## config.mk

```make
export PLATFORM = sky130hd
export DESIGN_NAME = truth_table_monitor
export DESIGN_NICKNAME = d
export VERILOG_FILES = /design/src/rtl/truth_table_monitor.sv
export SDC_FILE = /design/constraint.sdc
export NUM_CORES = 1
export LEC_CHECK = 0
export CELL_PAD_IN_SITES_DETAIL_PLACEMENT = 1
export CELL_PAD_IN_SITES_GLOBAL_PLACEMENT = 1
export CORE_ASPECT_RATIO = 0.6
export CORE_UTILIZATION = 25
export CTS_CLUSTER_DIAMETER = 120
export DETAILED_ROUTE_END_ITERATION = 12
export GPL_TIMING_DRIVEN = 0
export HOLD_SLACK_MARGIN = 0.05
export PLACE_DENSITY = 0.63
export SLEW_MARGIN = 20
export SYNTH_ARGS = -nofsm -noshare
export SYNTH_HDL_FRONTEND = slang
export SYNTH_SLANG_ARGS = --single-unit
```

## constraint.sdc

```tcl
create_clock -name clk -period 2.78 [get_ports clk]
set_clock_uncertainty 0.1 [all_clocks]
set_input_delay 0.834 -clock clk [delete_from_list [all_inputs] [get_ports clk]]
set_output_delay 0.834 -clock clk [all_outputs]
set_load 0.005 [all_outputs]
```

## src/rtl/truth_table_monitor.sv

```systemverilog
// Response-capture monitor for a 3-input combinational unit.
// It builds the observed truth table, tracks which input combinations have been covered
// and catches inconsistent responses. When collection ends it reports the result against EXPECTED.
module truth_table_monitor #(
  parameter logic [7:0]  EXPECTED    = 8'hE8,
  parameter int unsigned TIMEOUT_CYC = 1024,
  parameter int unsigned CNT_W       = 11
) (
  input  logic       clk,
  input  logic       rst_n,
  input  logic       start,
  input  logic       smp_valid,
  input  logic       a,
  input  logic       b,
  input  logic       c,
  input  logic       y,
  output logic       busy,
  output logic       done,
  output logic       pass,
  output logic       timeout,
  output logic       conflict,
  output logic [7:0] covered,
  output logic [7:0] observed,
  output logic [3:0] err_count,
  output logic [2:0] first_err_idx
);

  localparam int unsigned      ERR_W    = 4;
  localparam logic [CNT_W-1:0] CNT_LAST = CNT_W'(TIMEOUT_CYC - 1);
  localparam logic [ERR_W-1:0] ERR_MAX  = '1;

  typedef enum logic [1:0] {
    S_IDLE    = 2'd0,
    S_COLLECT = 2'd1,
    S_REPORT  = 2'd2
  } state_t;

  state_t           state_q, state_d;
  logic [CNT_W-1:0] cnt_q, cnt_d;
  logic             busy_d, done_d, pass_d, timeout_d, conflict_d;
  logic [7:0]       covered_d, observed_d;
  logic [ERR_W-1:0] err_d;
  logic [2:0]       first_d;
  logic [2:0]       idx;

  assign idx = {a, b, c};

  // State, counter and registered outputs; synchronous active-low reset
  always_ff @(posedge clk) begin
    if (!rst_n) begin
      state_q       <= S_IDLE;
      cnt_q         <= '0;
      busy          <= 1'b0;
      done          <= 1'b0;
      pass          <= 1'b0;
      timeout       <= 1'b0;
      conflict      <= 1'b0;
      covered       <= '0;
      observed      <= '0;
      err_count     <= '0;
      first_err_idx <= '0;
    end else begin
      state_q       <= state_d;
      cnt_q         <= cnt_d;
      busy          <= busy_d;
      done          <= done_d;
      pass          <= pass_d;
      timeout       <= timeout_d;
      conflict      <= conflict_d;
      covered       <= covered_d;
      observed      <= observed_d;
      err_count     <= err_d;
      first_err_idx <= first_d;
    end
  end

  // Next-state and table update; start overrides everything and drops a coincident sample
  always_comb begin
    state_d    = state_q;
    cnt_d      = cnt_q;
    busy_d     = busy;
    done_d     = done;
    pass_d     = pass;
    timeout_d  = timeout;
    conflict_d = conflict;
    covered_d  = covered;
    observed_d = observed;
    err_d      = err_count;
    first_d    = first_err_idx;

    if (start) begin
      state_d    = S_COLLECT;
      cnt_d      = '0;
      busy_d     = 1'b1;
      done_d     = 1'b0;
      pass_d     = 1'b0;
      timeout_d  = 1'b0;
      conflict_d = 1'b0;
      covered_d  = '0;
      observed_d = '0;
      err_d      = '0;
      first_d    = '0;
    end else begin
      case (state_q)
        S_COLLECT: begin
          if (smp_valid) begin
            if (!covered[idx]) begin
              covered_d[idx]  = 1'b1;
              observed_d[idx] = y;
              if (y != EXPECTED[idx]) begin
                if (err_count == '0) first_d = idx;
                if (err_count != ERR_MAX) err_d = ERR_W'(err_count + ERR_W'(1));
              end
            end else if (y != observed[idx]) begin
              conflict_d = 1'b1;
            end
          end
          // Completing coverage takes priority over a coincident timeout
          if (covered_d == 8'hFF) begin
            state_d   = S_REPORT;
            busy_d    = 1'b0;
            done_d    = 1'b1;
            timeout_d = 1'b0;
            pass_d    = ~conflict_d && (err_d == '0);
          end else if (cnt_q == CNT_LAST) begin
            state_d   = S_REPORT;
            busy_d    = 1'b0;
            done_d    = 1'b1;
            timeout_d = 1'b1;
            pass_d    = 1'b0;
          end else begin
            cnt_d = CNT_W'(cnt_q + CNT_W'(1));
          end
        end
        default: ;
      endcase
    end
  end

endmodule

```

# After elaboration in Yosys (flattened, before gate mapping)

Memory sizes are Yosys's and may differ from the RTL's.
Cells that the tools add are included.

ROM bits: 8
Register bits after elaboration: 41
Memories: 1
Input bits: 8
Word-level logic and storage cells: 77
Output and inout bits: 28

Bitwise gates (word level): 6
Eq/ne operators: 6
Order comparisons: 2
Reduce and logical (&&, ||, !) cells: 13
Add/subtract/negate cells: 2
Mux-type cells: 35

Memories:

| name            | words | width | rd ports | clocked after memory_dff | write ports | RTL line | source |
|---|---|---|---|---|---|---|---|
| (no name shown) | 8     | 1     | 1        | 0                        | 0           | 110      | `if (y != EXPECTED[idx]) begin` |

Operators with widths:

| cell                                                       | count |
|---|---|
| 2-to-1 mux 8 bit                                           | 4 |
| 2-to-1 mux 4 bit                                           | 6 |
| 2-to-1 mux 1 bit                                           | 19 |
| adder 11 x 1 -> 11 bit, second input constant              | 1 |
| equality test 11 x 10 -> 1 bit, second input constant      | 1 |
| bitwise mux 8 bit                                          | 1 |
| equality test 8 bit, second input constant                 | 1 |
| zero test 4 bit                                            | 2 |
| OR 8 bit                                                   | 1 |
| binary-select mux 1 bit (select 3 bit)                     | 2 |
| AND reduction 3 bit                                        | 2 |
| NOT 1 bit                                                  | 5 |
| AND reduction 5 bit                                        | 1 |
| adder 4 x 1 -> 4 bit, second input constant                | 1 |
| less-than comparator 3 x 4 -> 1 bit, second input constant | 1 |
| 2-to-1 mux 2 bit                                           | 2 |
| inequality test 4 bit, second input constant               | 1 |
| AND reduction 2 bit                                        | 2 |
| nonzero test 2 bit                                         | 2 |
| demux 1 bit (select 3 bit)                                 | 1 |
| >= comparator 3 x 1 -> 1 bit, second input constant        | 1 |
| nonzero test 3 bit                                         | 1 |
| equality test 2 x 1 -> 1 bit, second input constant        | 1 |
| logical AND 1 bit                                          | 2 |
| other kinds (2)                                            | 3 |

# Depth between registers and ports, before layout

Gate-level depths: netlist of the first run.

Depth after elaboration: 13
Mapped depth: 10
Mapped depth without buffers: 7

# Least setup slack after synthesis of the first run

Ideal clock, no wire load.

Path kind: input -> register
From: in c
To: reg first_err_idx[0]
Stages on the path: 9
Path buffers: 2
Setup time: 128 ps
Arrival: 2419 ps
Data required time: 2552 ps
Setup slack: 133 ps
Path through: buf_6 > buf_8 > maj3_1 > xnor2_1 > nor4_2 > and2_1 > nand3_1 > mux2i_1 > nor2_1

Longest elaborated chain between the ends: 4
Elaborated cells on any way between the ends: 7
Those cells by class: 1 x eq/ne; 3 x mux; 1 x bitwise; 1 x reduce/logical; 1 x memory

RTL lines:

| element                                                                      | RTL line | source |
|---|---|---|
| from (decl)                                                                  | 15       | `input logic c,` |
| memory (8 x 1 bit) or binary-select mux 1 bit (select 3 bit) (tied branches) | -        |  |
| 2-to-1 mux 1 bit, on equally long branches                                   | 110, 107 |  |
| inequality test 1 bit or NOT 1 bit (tied branches)                           | -        |  |
| AND reduction 5 bit (no source line)                                         | -        |  |
| to (signal assigned)                                                         | 73       | `first_err_idx <= first_d;` |
| to (decl)                                                                    | 25       | `output logic [2:0] first_err_idx` |

Parallel ways exist; a longest one is shown, timed or not. The select of a mux whose other input is x is not followed.
A chain may end at the register's enable or synchronous reset.

# Final worst setup path of the first run

From: in smp_valid
To: reg observed[7]

Longest elaborated chain between the ends: 1

RTL lines:

| element                              | RTL line | source |
|---|---|---|
| from (decl)                          | 12       | `input logic smp_valid,` |
| AND reduction 3 bit (no source line) | -        |  |
| to (signal assigned)                 | 71       | `observed <= observed_d;` |
| to (decl)                            | 23       | `output logic [7:0] observed,` |

Every way passes these cells.

==> impl_metrics.csv, run 1 <==
group,metric,value,unit
power,p_comb_share,9.7,%
drt,vias_per_cell,4.90,
layout,utilization,36.8,%
timing,clock.fmax,389,MHz
yosys,synth_area_per_cell,8.23,µm²
clock_tree,cts-buffers-inserted,5,
power,p_leak,0.00103,µW
power,vdd_drop_max,0.194,mV
yosys,yosysTopAreaCell,"dfxtp_1",
yosys,synthDistinctLibCells,44,
power,seq_power_share,44.5,%
timing,hold_slack,0.367,ns
floorplanning,num_rows,24,
drt,ant_nets,0,
critical_path,slowest_delay,0.50,ns
global_route,met3_usage,3.90,%
yosys,synth_common_cells,"39 x dfxtp_1, 39 x nor2_1, 19 x mux2i_1, 19 x nand2_1, 16 x a21oi_1",
yosys,synth_flop_cell,"dfxtp_1",
critical_path,cp.arrival,2.62,ns
drt,detailedRoute.firstPassIterationCount,4,
global_route,grt_max_degree,12,
clock_tree,cts_hold_buf,0,
yosys,synth-compound-area-share,10.5,%
layout,design_area,0.00277,mm²
yosys,synth_nets,256,
critical_path,crit_slowest_cell,"clkdlybuf4s50_1",
placed_design,post-place-cells,382,
power,powerDensity,461,mW/mm²
yosys,synth_seq_cells,39,
yosys,synth_edf_count,0,
layout,stdcell_count,397,
layout,layout-drive-gt1-share,14.3,%
yosys,yosysTopAreaCellShare,38.7,%
layout,diodes,0,
yosys,synthSimpleGateAreaFrac,27.9,%
critical_path,crit_start,"smp_valid",
critical_path,startpoint_type,"primary input",
yosys,synth.area.top_cells,"dfxtp_1 39%, mux2i_1 9.4%, nor2_1 7.3%",
global_route,grt_pass1_wl,10.5,mm
yosys,synth_xor_area_share,4.78,%
critical_path,critPathKind,"primary input to register",
yosys,yosysWarnings,0,
min_path,min_path_type,"register to register",
critical_path,crit_buf_inv,3,
min_path,min-delay-start,"cnt_q[10]$_SDFFE_PP0P_",
floorplanning,fp.coreArea,0.00754,mm²
drt,drt_first_iter_violations,78,
floorplanning,io_pins,36,
clock_tree,cts_htree_levels,2,
critical_path,crit_path_max_fanout,6,
critical_path,setup.worst_path.end_class,"register",
critical_path,r2r-start,"busy$_SDFFE_PN0P_",
clock_tree,cts.sinks,39,
yosys,seq_area_frac_synth,38.7,%
power,switching_share,24.3,%
clock_tree,clk_latency,0.28,ns
floorplanning,start_util,26.7,%
clock_tree,cts_buffer_depth,2,
yosys,synth_top_family_by_area,"simple AND/OR/NAND/NOR gates",
critical_path,critPathRequiredTime,2.83,ns
placed_design,portBuffers,33,
global_route,overflow,0,
drt,wire_per_inst,15.9,µm
power,p_total,1280,µW
layout,area_growth,37.5,%
timing,drv_slew,0,
timing,min_period,2.57,ns
floorplanning,die_area,0.00844,mm²
yosys,synthAdderAreaFrac,2.36,%
power,p_int,968,µW
flow_run,cap_violations,0,
timing,slew_headroom,51.3,%
placed_design,dpl-instance-area,0.00248,mm²
power,p_clk_share,45.8,%
timing,fin_crit_sh,92.4,%
clock_tree,cts_tree,"yes",
power,p_switching,310,µW
placed_design,place_congestion,0.843,
yosys,synth_cells,245,
yosys,synthMuxAreaShare,9.99,%
status,outcome,"finished clean",
global_route,top_usage_layer,"met1",
yosys,synthesis.area,0.00202,mm²
clock_tree,clk_pin_slew,0.06,ns
drt,wl,6.31,mm
global_route,use_met1,24.4,%
placed_design,hpwl,4.46,mm
floorplanning,die_h,71.6,µm
timing,rsz0062_at_grt,"no",
global_route,antenna_found_initial,0,
global_route,grt_usage,16.0,%
critical_path,path_delay_family,"buffers and inverters",
timing,setup_violations,0,
drt,drcViolationCount,0,
layout,nNetsFinal,304,
floorplanning,die_w,118,µm
timing,tightest_slew,0.726,ns
global_route,met2_usage,22.3,%
drt,num_vias,1944,
timing,hold_viol,0,
clock_tree,cts_root_buf,"clkbuf_16",
critical_path,path_cells,"clkdlybuf4s50_1 -> inv_1 -> nor3_2 -> and3_1 -> clkbuf_1 -> nand3_1 -> mux2i_1 -> nor2_1",
yosys,ys_async_sr_fraction,0,%
global_route,grt_pass1_vias,1882,
[worst paths after layout]
| kind | to | slack, ns | depth (start not counted) |
|---|---|---|---|
| worst min register to register | cnt_q[10]$_SDFFE_PP0P_ | 0.37 | 2 |
| worst max register to register | observed[4]$_SDFFE_PP0P_ | 0.25 | 6 |
| worst min-delay path | cnt_q[10]$_SDFFE_PP0P_ | 0.37 | 2 |
| worst max-delay path | observed[7]$_SDFFE_PP0P_ | 0.21 | 8 |
[metal layers]
metal / share of wire, % / vias to the layer above
li1: - / 944
met1: 55 / 941
met2: 38 / 53
met3: 5.8 / 6
met4: 0.81 / 0
met5: 0 / -
[placed cells by master (no fill, tap or decap), types with 3 or more instances in the layout]
cell type	count
a211oi_1	3
a21oi_1	15
and3_1	7
buf_4	7
buf_6	5
clkbuf_1	6
clkbuf_16	5
clkdlybuf4s50_1	31
dfxtp_1	39
ha_1	3
inv_1	10
mux2i_1	19
nand2_1	19
nand2b_1	6
nand3_1	13
nand4_1	3
nor2_1	39
nor3_1	8
nor3_2	3
o21ai_0	4
xnor2_1	9
[final cells by class]
cell class	count	area, µm²
Clock inverter	1	5.00
Multi-Input combinational cell	184	1210
Clock buffer	6	139
Fill cell	899	4770
Buffer	12	86.3
Sequential cell	39	781
Timing Repair Buffer	41	384
Tap cell	104	130
Inverter	10	37.5
[registers in the layout, indices dropped and copies added (netlist names)]
register / flops
done: 1
timeout: 1
conflict: 1
covered: 8
cnt_q: 11
first_err_idx: 3
observed: 8
busy: 1
pass: 1
err_count: 4
[timing repair]
action                                  in CTS  in global routing
buffers inserted                             5                  2
resized for setup                           17                 11
endpoints found under the setup margin      32                 18
gates cloned                                 1                  0
pin swaps                                    4                  6
[power by group through the flow]
| stage | registers (µW) | clock network (µW) | logic, µW |
|---|---|---|---|
| after global placement | 581 | 0 | 104 |
| after global routing | 569 | 615 | 134 |
| after CTS | 568 | 593 | 117 |
| final | 568 | 586 | 124 |
| after floorplan | 580 | 0 | 64.9 |
| after detailed placement | 581 | 0 | 104 |
[tightest hold or removal path, delay by kind of cell, from the launching register on]
| family | cells | cell delay [ns] |
|---|---|---|
| flip-flops | 1 | 0.32 |
| AND/OR/NAND/NOR | 1 | 0.06 |
| AO/OA/AOI/OAI | 1 | 0.04 |
[logic make-up (layout without fill, tap and decap cells)]
logic type	Yosys count	after routing
AND/OR/NAND/NOR	115	115
adder cells (fa/ha/maj)	4	4
buffers and inverters	22	70
XOR/XNOR	11	11
AO/OA/AOI/OAI	34	34
multiplexers	20	20
flip-flops	39	39
[through the flow]
step                setup TNS, ns  setup slack (ns)
finish                          0             0.211
global route                    0            0.0346
CTS                             0            0.0153
detailed placement         -17.02            -0.620
global placement           -16.86            -0.585
floorplan                       0             0.133
No activity file was read; power rests on OpenSTA's default activity.
==> inputs of run 2 (changes only) <==
- CTS_CLUSTER_DIAMETER: 120 -> 200
==> results of run 2 <==
No change in the layout: final DEF, timing and power equal those of run 1.
==> inputs of run 3 (changes only) <==
- CORE_MARGIN: not set -> 10
==> run 3 against run 2 <==
Net effect: design area up 0.63%; maximum frequency down 6.8%; die area up 44%; worst setup slack worse by 0.19 ns; non-clock buffer count up 1; worst hold slack worse by 0.0068 ns; clock power up 18%; sequential share of layout area down 0.18 points; clock-buffer cell count unchanged; global-route usage down 4.5 points; critical path type unchanged; largest cell class unchanged.
==> impl_metrics.csv, run 3 (same netlist as run 1, synthesis figures left out) <==
group,metric,value,unit
critical_path,path_delay_family,"simple AND/OR/NAND/NOR gates",
timing,fin_crit_sh,99.2,%
global_route,grt_pass1_wl,11.0,mm
power,p_total,1380,µW
drt,detailedRoute.firstPassIterationCount,4,
drt,drcViolationCount,0,
global_route,grt_pass1_vias,2046,
floorplanning,die_w,136,µm
critical_path,setup.worst_path.end_class,"register",
clock_tree,cts_buffer_depth,2,
status,outcome,"finished clean",
critical_path,crit_buf_inv,1,
placed_design,hpwl,4.81,mm
clock_tree,cts.sinks,39,
critical_path,critPathRequiredTime,2.91,ns
critical_path,cp.arrival,2.89,ns
floorplanning,io_pins,36,
layout,largest_register_ffs,11,
layout,top_regs,"cnt_q (11), covered (8), observed (8)",
global_route,antenna_found_initial,0,
global_route,overflow,0,
critical_path,crit_path_max_fanout,5,
timing,clock.fmax,363,MHz
power,powerDensity,495,mW/mm²
layout,layout-drive-gt1-share,13.2,%
critical_path,slowest_delay,0.48,ns
placed_design,place_congestion,0.828,
floorplanning,die_area,0.0122,mm²
floorplanning,die_h,89.6,µm
timing,rsz0062_at_grt,"yes",
timing,slew_headroom,50.7,%
drt,ant_nets,0,
clock_tree,cts-buffers-inserted,5,
placed_design,dpl-instance-area,0.00249,mm²
power,vdd_drop_max,0.213,mV
layout,diodes,0,
timing,hold_viol,0,
layout,design_area,0.00279,mm²
timing,tightest_slew,0.736,ns
layout,final_cell_mix,"39 x nor2_1, 39 x dfxtp_1, 31 x clkdlybuf4s50_1, 19 x nand2_1, 19 x mux2i_1",
layout,nNetsFinal,305,
critical_path,rrSetupSlack,0.40,ns
critical_path,startpoint_type,"primary input",
flow_run,cap_violations,0,
clock_tree,cts_hold_buf,0,
drt,drt_first_iter_violations,100,
clock_tree,clk_latency,0.29,ns
layout,top_register,"cnt_q",
clock_tree,cts_root_buf,"clkbuf_16",
global_route,grt_usage,11.5,%
critical_path,critPathKind,"primary input to register",
drt,wire_per_inst,16.4,µm
drt,num_vias,1936,
floorplanning,num_rows,25,
critical_path,crit_slowest_cell,"or4_1",
placed_design,portBuffers,33,
drt,wl,6.61,mm
timing,drv_slew,0,
timing,setup_violations,0,
floorplanning,fp.coreArea,0.00785,mm²
timing,min_period,2.76,ns
global_route,grt_max_degree,13,
floorplanning,start_util,25.7,%
clock_tree,cts_tree,"yes",
min_path,min_path_type,"register to register",
clock_tree,clk_pin_slew,0.06,ns
drt,vias_per_cell,4.80,
layout,area_growth,38.4,%
clock_tree,cts_htree_levels,2,
timing,hold_slack,0.360,ns
critical_path,path_cells,"dlygate4sd2_1 -> or2_1 -> o22ai_2 -> nor3_2 -> o221a_2 -> or2_4 -> or4_1 -> nand2_1",
power,p_leak,0.00104,µW
-- run 3: per-stage QoR --
step | setup WS [ns] | utilization (%) | std cells | setup TNS (ns)
floorplan | 0.133 | - | 245 | 0
global placement | -0.562 | 31.6 | 386 | -15.96
detailed placement | -0.582 | 31.7 | 386 | -16.54
CTS | 0.0335 | 35.3 | 403 | 0
global route | -0.0363 | 35.5 | 403 | -0.0599
finish | 0.0228 | 35.5 | 403 | 0
-- run 3: metal layers --
| layer | global-route usage [%] | share of wire, % | vias up |
|---|---|---|---|
| met5 | 0 | 0 | - |
| met4 | 3.46 | 1.1 | 0 |
| met3 | 4.21 | 6.8 | 8 |
| met2 | 16.3 | 40 | 41 |
| met1 | 15.8 | 52 | 944 |
| li1 | - | - | 943 |
-- run 3: final timing paths --
kind                                             start                       end  cells past startpoint
worst max-delay path                                 a     cnt_q[8]$_SDFFE_PP0P_                      8
worst max register to register       busy$_SDFFE_PN0P_  observed[4]$_SDFFE_PP0P_                      6
worst min-delay path            cnt_q[10]$_SDFFE_PP0P_    cnt_q[10]$_SDFFE_PP0P_                      2
worst min register to register  cnt_q[10]$_SDFFE_PP0P_    cnt_q[10]$_SDFFE_PP0P_                      2
-- run 3: cell type report --
class / count / area, µm²
clock inverter: 2 / 35.0
tap: 108 / 135
buffer: 12 / 86.3
multi-input combinational: 184 / 1180
fill: 922 / 5060
timing repair buffer: 42 / 399
sequential: 39 / 781
inverter: 10 / 37.5
clock buffer: 6 / 139
-- run 3: what timing repair did --
action / CTS / global route
setup endpoints to repair: 32 / 17
setup buffers: 8 / 0
gates cloned: 1 / 0
resized for setup: 14 / 5
hold endpoints to repair: 0 / 0
pin swaps: 3 / 3
-- run 3: tightest hold or removal path, stage by stage (launching register included) --
cell	delay, ns
dfxtp_1	0.32
nand2_1	0.06
a21oi_1	0.04
-- run 3: power by group --
part	switching [µW]	internal (µW)	leakage (µW)
clock network	244	447	0.0000868
logic	67.5	53.2	0.000642
registers	5.15	563	0.000315
total	316	1060	0.00104
